File: src/rtl/harmonic_sequencer.sv
// Frame controller for the harmonic attenuator: restarts the scale multiplier per tick, then emits one level per harmonic.
// Latency: first level valid 3 cycles after an accepted tick; 4-cycle harmonic period without backpressure.
// Backpressure: level/harmonic held on o_Level_Valid until i_Accum_Ready; optional HARM_EARLY_STOP_EN ends a frame on a zero level.
module harmonic_sequencer #(
    parameter int DIV_BIT  = 11,
    parameter int HARM_BIT = 8
) (
    input  logic                i_Clock,
    input  logic                i_Reset_N,
    input  logic                i_Sample_Tick,
    input  logic [HARM_BIT-1:0] i_Harmonic_Count,
    input  logic [DIV_BIT-1:0]  i_Initial,
    input  logic [DIV_BIT-1:0]  i_Scale,
    output logic [DIV_BIT-1:0]  o_Mult_Initial,
    output logic [DIV_BIT-1:0]  o_Mult_Scale,
    output logic                o_Mult_Restart,
    output logic                o_Mult_Start,
    input  logic                i_Mult_Ready,
    input  logic [DIV_BIT-1:0]  i_Mult,
    output logic                o_Level_Valid,
    input  logic                i_Accum_Ready,
    output logic [DIV_BIT-1:0]  o_Level,
    output logic [HARM_BIT-1:0] o_Harmonic,
    output logic                o_Busy,
    output logic                o_Frame_Done,
    output logic                o_Overrun
);

    typedef enum logic [2:0] {
        S_IDLE, S_RESTART, S_LOAD, S_EMIT, S_STEP, S_WAIT, S_DONE
    } state_t;

    state_t              r_state;
    state_t              w_next;
    logic [HARM_BIT-1:0] r_count;

    logic w_tick_idle;
    logic w_xfer;
    logic w_last;
    logic w_latch;
    logic w_load_level;
    logic w_advance;
    logic w_restart;
    logic w_start;
    logic w_valid;
    logic w_busy;
    logic w_done;
    logic w_overrun;

    assign w_tick_idle = i_Sample_Tick && (r_state == S_IDLE);
    // Valid is only ever high in EMIT, so this is the accepted transfer.
    assign w_xfer      = o_Level_Valid && i_Accum_Ready;

`ifdef HARM_EARLY_STOP_EN
    // A zero level means every later harmonic would also be silent.
    assign w_last = (o_Harmonic == (r_count - HARM_BIT'(1))) || (o_Level == '0);
`else
    assign w_last = (o_Harmonic == (r_count - HARM_BIT'(1)));
`endif

    // State register
    always_ff @(posedge i_Clock or negedge i_Reset_N) begin
        if (!i_Reset_N) r_state <= S_IDLE;
        else            r_state <= w_next;
    end

    // Next-state logic
    always_comb begin
        w_next = r_state;
        case (r_state)
            S_IDLE: begin
                if (i_Sample_Tick) begin
                    w_next = (i_Harmonic_Count == '0) ? S_DONE : S_RESTART;
                end
            end
            S_RESTART: w_next = S_LOAD;
            S_LOAD:    w_next = S_EMIT;
            S_EMIT: begin
                if (w_xfer) w_next = w_last ? S_DONE : S_STEP;
            end
            S_STEP:    w_next = S_WAIT;
            S_WAIT: begin
                if (i_Mult_Ready) w_next = S_EMIT;
            end
            S_DONE:    w_next = S_IDLE;
            default:   w_next = S_IDLE;
        endcase
    end

    // Output decode: next-cycle values for the registered outputs
    always_comb begin
        w_latch      = w_tick_idle && (i_Harmonic_Count != '0);
        w_load_level = (w_next == S_EMIT) && (r_state != S_EMIT);
        w_advance    = (r_state == S_EMIT) && (w_next == S_STEP);
        w_restart    = (w_next == S_RESTART);
        w_start      = (w_next == S_STEP);
        w_valid      = (w_next == S_EMIT);
        w_busy       = (w_next != S_IDLE);
        w_done       = (w_next == S_DONE);
        w_overrun    = i_Sample_Tick && (r_state != S_IDLE);
    end

    // Output and frame-parameter registers
    always_ff @(posedge i_Clock or negedge i_Reset_N) begin
        if (!i_Reset_N) begin
            r_count        <= '0;
            o_Mult_Initial <= '0;
            o_Mult_Scale   <= '0;
            o_Mult_Restart <= 1'b0;
            o_Mult_Start   <= 1'b0;
            o_Level_Valid  <= 1'b0;
            o_Level        <= '0;
            o_Harmonic     <= '0;
            o_Busy         <= 1'b0;
            o_Frame_Done   <= 1'b0;
            o_Overrun      <= 1'b0;
        end else begin
            if (w_latch) begin
                r_count        <= i_Harmonic_Count;
                o_Mult_Initial <= i_Initial;
                o_Mult_Scale   <= i_Scale;
                o_Harmonic     <= '0;
            end else if (w_advance) begin
                o_Harmonic     <= o_Harmonic + HARM_BIT'(1);
            end
            if (w_load_level) o_Level <= i_Mult;
            o_Mult_Restart <= w_restart;
            o_Mult_Start   <= w_start;
            o_Level_Valid  <= w_valid;
            o_Busy         <= w_busy;
            o_Frame_Done   <= w_done;
            o_Overrun      <= w_overrun;
        end
    end

endmodule
File: config.mk
export PLATFORM = sky130hd
export DESIGN_NAME = harmonic_sequencer
export DESIGN_NICKNAME = d
export VERILOG_FILES = /design/src/rtl/harmonic_sequencer.sv
export SDC_FILE = /design/constraint.sdc
export NUM_CORES = 1
export LEC_CHECK = 0
export BUFFER_PORTS_ARGS = -buffer_cell sky130_fd_sc_hd__buf_2
export CORE_MARGIN = 2
export CORE_UTILIZATION = 49
export CTS_CLUSTER_SIZE = 30
export DETAILED_ROUTE_END_ITERATION = 10
export PLACE_DENSITY = 0.79
export SLEW_MARGIN = 20
export SYNTH_ARGS = -nofsm -noshare
export SYNTH_HDL_FRONTEND = slang
export SYNTH_SLANG_ARGS = --single-unit
File: constraint.sdc
create_clock -name i_Clock -period 2.95 [get_ports i_Clock]
set_clock_uncertainty 0.1 [all_clocks]
set_input_delay 0.295 -clock i_Clock [delete_from_list [all_inputs] [get_ports i_Clock]]
set_output_delay 0.295 -clock i_Clock [all_outputs]
set_load 0.05 [all_outputs]
==> summary.txt, run 1 <==
Yosys
  • Top cell type's share of synthesized area: 56.0%
  • Number of flops mapped to enable cells by yosys: 0
  • Netlist cell types: 40
  • Seq/Total Area, Yosys: 56.0%
  • Syn avg cell area: 9.89 µm²
  • Post-synthesis register bit count: 58
  • Leading area contributor after synthesis: dfrtp_1
  • Synth top area cells: dfrtp_1 56%, nand2_1 13%, mux2_2 4.8%, xnor2_1 1.7%, clkbuf_1 1.3%
  • Post-synth top flop: dfrtp_1
  • Cells after Synth: 262
  • Synthesized area: 2590 µm²
  • Yosys warns: 0
  • Syn Nets: 310
  • Synth async-reset ratio: 100%

Floorplan
  • I/O pins: 93
  • Die Y: 76.7 µm
  • Initial Util: 50.8%
  • Die X: 76.7 µm
  • Core area: 5110 µm²
  • Die area: 5890 µm²
  • Row count: 26

Route
  • Wire length on met3: 422 µm
  • Routed wl met2: 2920 µm
  • DR top layer: met4
  • Vias: 2,252
  • Drt wl/cell: 13.8 µm
  • Metal-1 WL: 2510 µm
  • 1st-iter DRT viols: 125
  • Vias per std cell: 5.18
  • DR DRC count: 0
  • Drt first pass iters: 4
  • ANT nets after route: 0
  • Total wire length: 6000 µm

Place
  • Routability congestion estimate from global placement: 0.873
  • Post-placement cell area: 3140 µm²
  • Number of I/O port buffers: 92
  • Dpl hpwl: 4240 µm
  • Dpl ws: 0.337 ns

Clock network
  • CTS clk-pin slew, worst paths: 0.06 ns
  • Root buffer cell: clkbuf_8
  • H-tree Lvls: 3
  • Clk sinks: 58
  • Postcts setup bufs: 0
  • Clock Latency Late Sink: 0.34 ns
  • Clock buffer count from CTS: 9
  • Clock buffer depth: 2
  • CTS tree: yes

STA
  • Fin crit period: 2.64 ns
  • Hold_ws: 0.0447 ns
  • Finish-stage setup viols: 0
  • Final Max Tran Viols: 0
  • Final Cycle Share: 89.4%
  • Worst Max-Slew Pin Slew: 0.504 ns
  • Final hold viol count: 0
  • FMAX: 0.379 GHz
  • TNS Setup: 0 ns
  • RSZ-0062 raised after global routing: no
  • Setup WS post-layout: 0.312 ns
  • Slew margin rel.: 66.4%

Worst setup path
  • CP Class: reg2reg
  • Max FO, Critical Path: 13
  • CP startpoint kind: flip-flop
  • Worst setup EP type: flip-flop
  • Worst endpoint data arrival time: 2.80 ns
  • Worst EP required: 3.11 ns

Run
  • Max Cap Violations: 0

Layout
  • Multi-input gate area: 1060 µm²
  • P&R area growth vs syn: 28.5%
  • Layout cells sized above 1: 35.1%
  • Fill count: 412
  • Register area: 1450 µm²
  • Post-route cell area: 3330 µm²
  • # nets final: 409
  • Ant. Diodes: 0

Power
  • Lkg Pwr: 1.72 nW
  • Maximum VDD drop: 869 µV
  • Pwr/cell area: 1240 nW/µm²

Global routing
  • Vias in the first global route: 2,304
  • Gr ovfl total: 0
  • Antenna violations before repair: 0
  • Gr usage total: 22.2%
  • First-pass GRT wire length: 10,200 µm
  • Largest net degree at the start of global routing: 36

Outcome
  • Outcome: completed

Min path
  • Tightest Hold Check Type: in2reg
[report_power, final]
group          total, mW  leakage, nW  switching, mW  internal [mW]
Clock              0.702       0.0962          0.296          0.406
Combinational       2.05        0.901           1.46          0.594
Sequential          1.37        0.724          0.246           1.12
Total               4.12         1.72           2.00           2.12
[cell usage after synthesis, types with 5 or more instances]
cell / instances
nand2_1: 90
nor2_1: 7
clkbuf_1: 9
o21ai_0: 5
inv_1: 9
a21oi_1: 5
nor3_1: 5
dfrtp_1: 58
mux2_2: 11
xnor2_1: 5
nand2b_1: 5
nand4_1: 5
[layer usage]
layer	vias to the layer above	global-route usage, %
li1	1082	-
met1	1058	27.3
met2	95	34.6
met3	17	7.41
met4	0	11.8
met5	-	0
[logic make-up (layout without fill, tap and decap cells)]
logic type | count (synthesis) | count (layout) | share of synthesized area [%]
AO/OA/AOI/OAI | 28 | 28 | 7.96
AND/OR/NAND/NOR | 133 | 133 | 23.6
buffers and inverters | 20 | 123 | 3.18
adder cells (fa/ha/maj) | 2 | 2 | 0.965
XOR/XNOR | 7 | 7 | 2.36
multiplexers | 14 | 14 | 5.94
flip-flops | 58 | 58 | 56.0
[cell usage in the layout (no fill, tap or decap), drive strengths merged, types with 2 or more instances in the layout]
master / count
o21ai: 5
dfrtp: 58
a21oi: 5
clkbuf: 12
nor3b: 2
buf: 98
o31ai: 4
or4: 4
clkinv: 2
nand2: 90
o211ai: 4
nand2b: 5
a21o: 2
nor2: 7
ha: 2
xnor2: 5
nor4: 5
inv: 9
nand3: 4
xor2: 2
nand4: 5
nor3: 5
mux2i: 3
mux2: 11
[layout make-up]
cell class / instances / area share, %
clock buffers: 12 / 4.36
clock inverters: 3 / 1.20
inverters: 9 / 1.01
multi-input cells: 184 / 31.8
flip-flops and latches: 58 / 43.6
well taps: 70 / 2.63
repair buffers: 99 / 15.5
[registers in the layout (all words and copies together), names as in the netlist, 3 cells and up]
name,flops
o_Level,11
o_Mult_Initial,11
o_Mult_Scale,11
o_Harmonic,8
r_count,8
r_state,3
[stage by stage]
| step | total power, mW | utilization [%] | instances |
|---|---|---|---|
| after floorplan | 2.94 | - | 262 |
| after global placement | 3.39 | 61.4 | 419 |
| after detailed placement | 3.44 | 61.4 | 419 |
| after CTS | 4.16 | 65.2 | 435 |
| after global routing | 4.37 | 65.2 | 435 |
| final | 4.12 | 65.2 | 435 |
[timing repair]
action	in CTS	in global routing
resized for setup	0	0
hold buffers	1	0
endpoints found under the hold margin	23	0
[worst max-delay path, cell delays in order (launching register included)]
cell       delay [ns]
dfrtp_1          0.42
inv_1            0.09
ha_1             0.18
or3b_4           0.40
o31a_1           0.25
o2111ai_2        0.20
a311oi_2         0.07
buf_4            0.20
or4_1            0.50
a21oi_1          0.15
[path summary, 6_finish.rpt]
kind	start	endpoint	slack (ns)	cells past startpoint
max	r_count[0]	o_Harmonic[4]	0.31	9
min	i_Initial[9]	o_Mult_Initial[9]	0.04	3
max reg2reg	r_count[0]	o_Harmonic[4]	0.31	9
min reg2reg	o_Mult_Initial[7]	o_Mult_Initial[7]	0.37	2
max in group asynchronous	i_Reset_N	o_Overrun	1.55	3
min in group asynchronous	i_Reset_N	o_Level[2]	0.36	2
Power figures use the tool's default switching activity.
==> inputs of run 2 (changes only) <==
--- a/config.mk
+++ b/config.mk
@@ -7,10 +7,10 @@
 export LEC_CHECK = 0
 export BUFFER_PORTS_ARGS = -buffer_cell sky130_fd_sc_hd__buf_2
 export CORE_MARGIN = 2
-export CORE_UTILIZATION = 49
+export CORE_UTILIZATION = 44
 export CTS_CLUSTER_SIZE = 30
 export DETAILED_ROUTE_END_ITERATION = 10
-export PLACE_DENSITY = 0.79
+export PLACE_DENSITY = 0.75
 export SLEW_MARGIN = 20
 export SYNTH_ARGS = -nofsm -noshare
 export SYNTH_HDL_FRONTEND = slang
==> constraint.sdc (replaced) <==
create_clock -name i_Clock -period 2.2 [get_ports i_Clock]
set_clock_uncertainty 0.1 [all_clocks]
set_input_delay 0.22 -clock i_Clock [delete_from_list [all_inputs] [get_ports i_Clock]]
set_output_delay 0.22 -clock i_Clock [all_outputs]
set_load 0.05 [all_outputs]
==> run 2 against run 1 <==
  * The flow now finishes with violations (setup timing)
  * Non-clock buffer count up 42
  * First-iteration DRC count up 0.80%
  * Largest power group unchanged
  * Total power up 49%
  * Final area up 15%
==> summary.txt, run 2 (synthesis results as in run 1) <==
Layout
  • Ant. Diodes: 0 (unchanged)
  • Final non-filler cell total: 480 (+10%)
  • Final Core Density: 68.4% (+3.2 points)
  • Commonest cells after routing, fill and taps aside: 92 x buf_2, 90 x nand2_1, 58 x dfrtp_1
  • Largest registers: o_Level: 11 flops, o_Mult_Initial: 11 flops, o_Mult_Scale: 11 flops
  • P&R area growth vs syn: 48.0%
  • Fill count: 461 (+12%)
  • # nets final: 451 (+10%)
  • Commonest non-fill, non-tap cell in the layout: buf_2
  • Layout cells sized above 1: 40.0% (+4.9 points)
  • Post-route cell area: 3840 µm² (+15%)

Global routing
  • Vias in the first global route: 2,495 (+8.3%)
  • First-pass GRT wire length: 11,600 µm (+14%)
  • Largest net degree at the start of global routing: 38 (+5.6%)
  • Gr usage total: 23.9% (+1.7 points)
  • Gr ovfl total: 0 (unchanged)
  • Antenna violations before repair: 0 (unchanged)

Worst setup path
  • Worst setup EP type: flip-flop
  • Max FO, Critical Path: 5 (-8)
  • CP startpoint kind: flip-flop
  • FF-to-FF End: o_Harmonic[6]
  • Worst EP required: 2.35 ns (-0.76 ns)
  • Worst reg-to-reg path cell count: 9 (unchanged)
  • Worst endpoint data arrival time: 2.52 ns (-0.28 ns)
  • R2R Setup Slk: -0.16 ns (-0.47 ns)
  • Reg2Reg Launch Point: r_count[0]
  • CP Class: reg2reg

Route
  • ANT nets after route: 0 (unchanged)
  • Drt first pass iters: 4 (unchanged)
  • Vias: 2,473 (+9.8%)
  • DR DRC count: 0 (unchanged)
  • 1st-iter DRT viols: 126 (+0.80%)
  • Vias per std cell: 5.15 (-0.48%)
  • Drt wl/cell: 15.0 µm (+8.6%)
  • Total wire length: 7190 µm (+20%)

STA
  • FMAX: 0.423 GHz (+12%)
  • Final Max Tran Viols: 0 (unchanged)
  • Worst Max-Slew Pin Slew: 0.396 ns (-0.108 ns)
  • Fin crit period: 2.36 ns (-0.275 ns)
  • RSZ-0062 raised after global routing: yes
  • Final hold viol count: 0 (unchanged)
  • Slew margin rel.: 73.4% (+7.0 points)
  • TNS Setup: -1.31 ns (-1.31 ns)
  • Finish-stage setup viols: 11 (+11)
  • Final Cycle Share: 107% (+18 points)
  • Setup WS post-layout: -0.163 ns (-0.475 ns)

Floorplan
  • Die X: 80.8 µm (+5.2%)
  • I/O pins: 93 (unchanged)
  • Initial Util: 46.2% (-4.5 points)
  • Row count: 27 (+3.8%)
  • Die area: 6520 µm² (+11%)
  • Die Y: 80.8 µm (+5.2%)
  • Core area: 5610 µm² (+9.8%)

Clock network
  • H-tree Lvls: 3 (unchanged)
  • Clock Latency Late Sink: 0.33 ns (about the same)
  • Clock buffer depth: 2 (unchanged)
  • Clk sinks: 58 (unchanged)
  • Root buffer cell: clkbuf_8
  • Clock buffer count from CTS: 9 (unchanged)
  • CTS clk-pin slew, worst paths: 0.06 ns (about the same)
  • CTS tree: yes

Min path
  • WHS Path Cells: 3 (unchanged)
  • Tightest Hold Check Type: in2reg
  • Hold EP: r_count[6]
  • HP Start: i_Harmonic_Count[6]

Outcome
  • Outcome: finished, violations left
  • Violated checks: setup timing

Run
  • Max Cap Violations: 0 (unchanged)

Place
  • Number of I/O port buffers: 92 (unchanged)
  • Placed instance count: 435 (+3.8%)
  • Dpl hpwl: 4790 µm (+13%)
  • Post-placement cell area: 3250 µm² (+3.5%)
  • Routability congestion estimate from global placement: 0.869 (-0.47%)

Power
  • Pwr/cell area: 1600 nW/µm² (+29%)
  • Total power: 6.15 mW (+49%)
  • Maximum VDD drop: 1120 µV (+29%)
  • Lkg Pwr: 1.95 nW (+14%)
[run 2: cell types whose count changed in the layout (fill, tap and decap cells not counted), sizes merged]
| cell | delta |
|---|---|
| bufinv | +1 |
| dlygate4sd3 | +22 |
| clkinv | -1 |
| buf | +20 |
| clkbuf | +1 |
[run 2: area by class of cell]
| type | count | area, µm² | area share (%) |
|---|---|---|---|
| Timing Repair Buffer | 141 | 886 | 23.1 |
| Inverter | 9 | 33.8 | 0.881 |
| Clock buffer | 13 | 179 | 4.66 |
| Sequential cell | 58 | 1450 | 37.8 |
| Multi-Input combinational cell | 184 | 1130 | 29.4 |
| Tap cell | 72 | 90.1 | 2.35 |
| Clock inverter | 3 | 68.8 | 1.79 |
[run 2: worst max path at each step]
| stage | startpoint | to | slack [ns] | cells after the start |
|---|---|---|---|---|
| final | r_count[0] | o_Harmonic[6] | -0.16 | 9 |
| after global placement | r_count[0] | o_Harmonic[6] | -0.12 | 10 |
| after global routing | r_count[0] | o_Level_Valid | -0.29 | 10 |
| after floorplan | r_count[0] | o_Harmonic[5] | -0.15 | 9 |
| after detailed placement | r_count[1] | o_Harmonic[6] | -0.19 | 9 |
| after CTS | r_count[1] | o_Harmonic[6] | -0.20 | 9 |
[run 2: layer usage]
layer	vias to the layer above	routed length (µm)	track usage, %
li1	1164	-	-
met1	1200	2880	26.6
met2	93	3800	44.1
met3	16	348	6.11
met4	0	152	8.47
met5	-	0	0
[run 2: what timing repair did]
item,in CTS,in global routing
gates resized for setup,4,13
gates cloned,1,0
hold buffers,23,0
pin swaps,1,4
endpoints found under the setup margin,12,13
endpoints found under the hold margin,34,0
buffers inserted,2,3
[run 2: critical path: stages, from the launching register on]
cell and delay, ns:
dfrtp_1 0.39, inv_2 0.08, ha_4 0.13, or3b_4 0.39, o31a_1 0.26, o2111ai_2 0.18, a311oi_2 0.07, buf_4 0.17
or4_1 0.40, a21oi_1 0.13
[run 2: per-stage QoR]
stage / setup slack (ns) / hold slack, ns
finish: -0.163 / 0.0192
global route: -0.295 / 0.0132
CTS: -0.204 / 0.00260
detailed placement: -0.194 / 0.0226
global placement: -0.124 / 0.0247
floorplan: -0.152 / -0.176
[run 2: power by group]
part	total [mW]	switching, mW	internal, mW
Combinational	3.15	2.14	1.01
Sequential	1.81	0.307	1.50
Clock	1.18	0.417	0.764
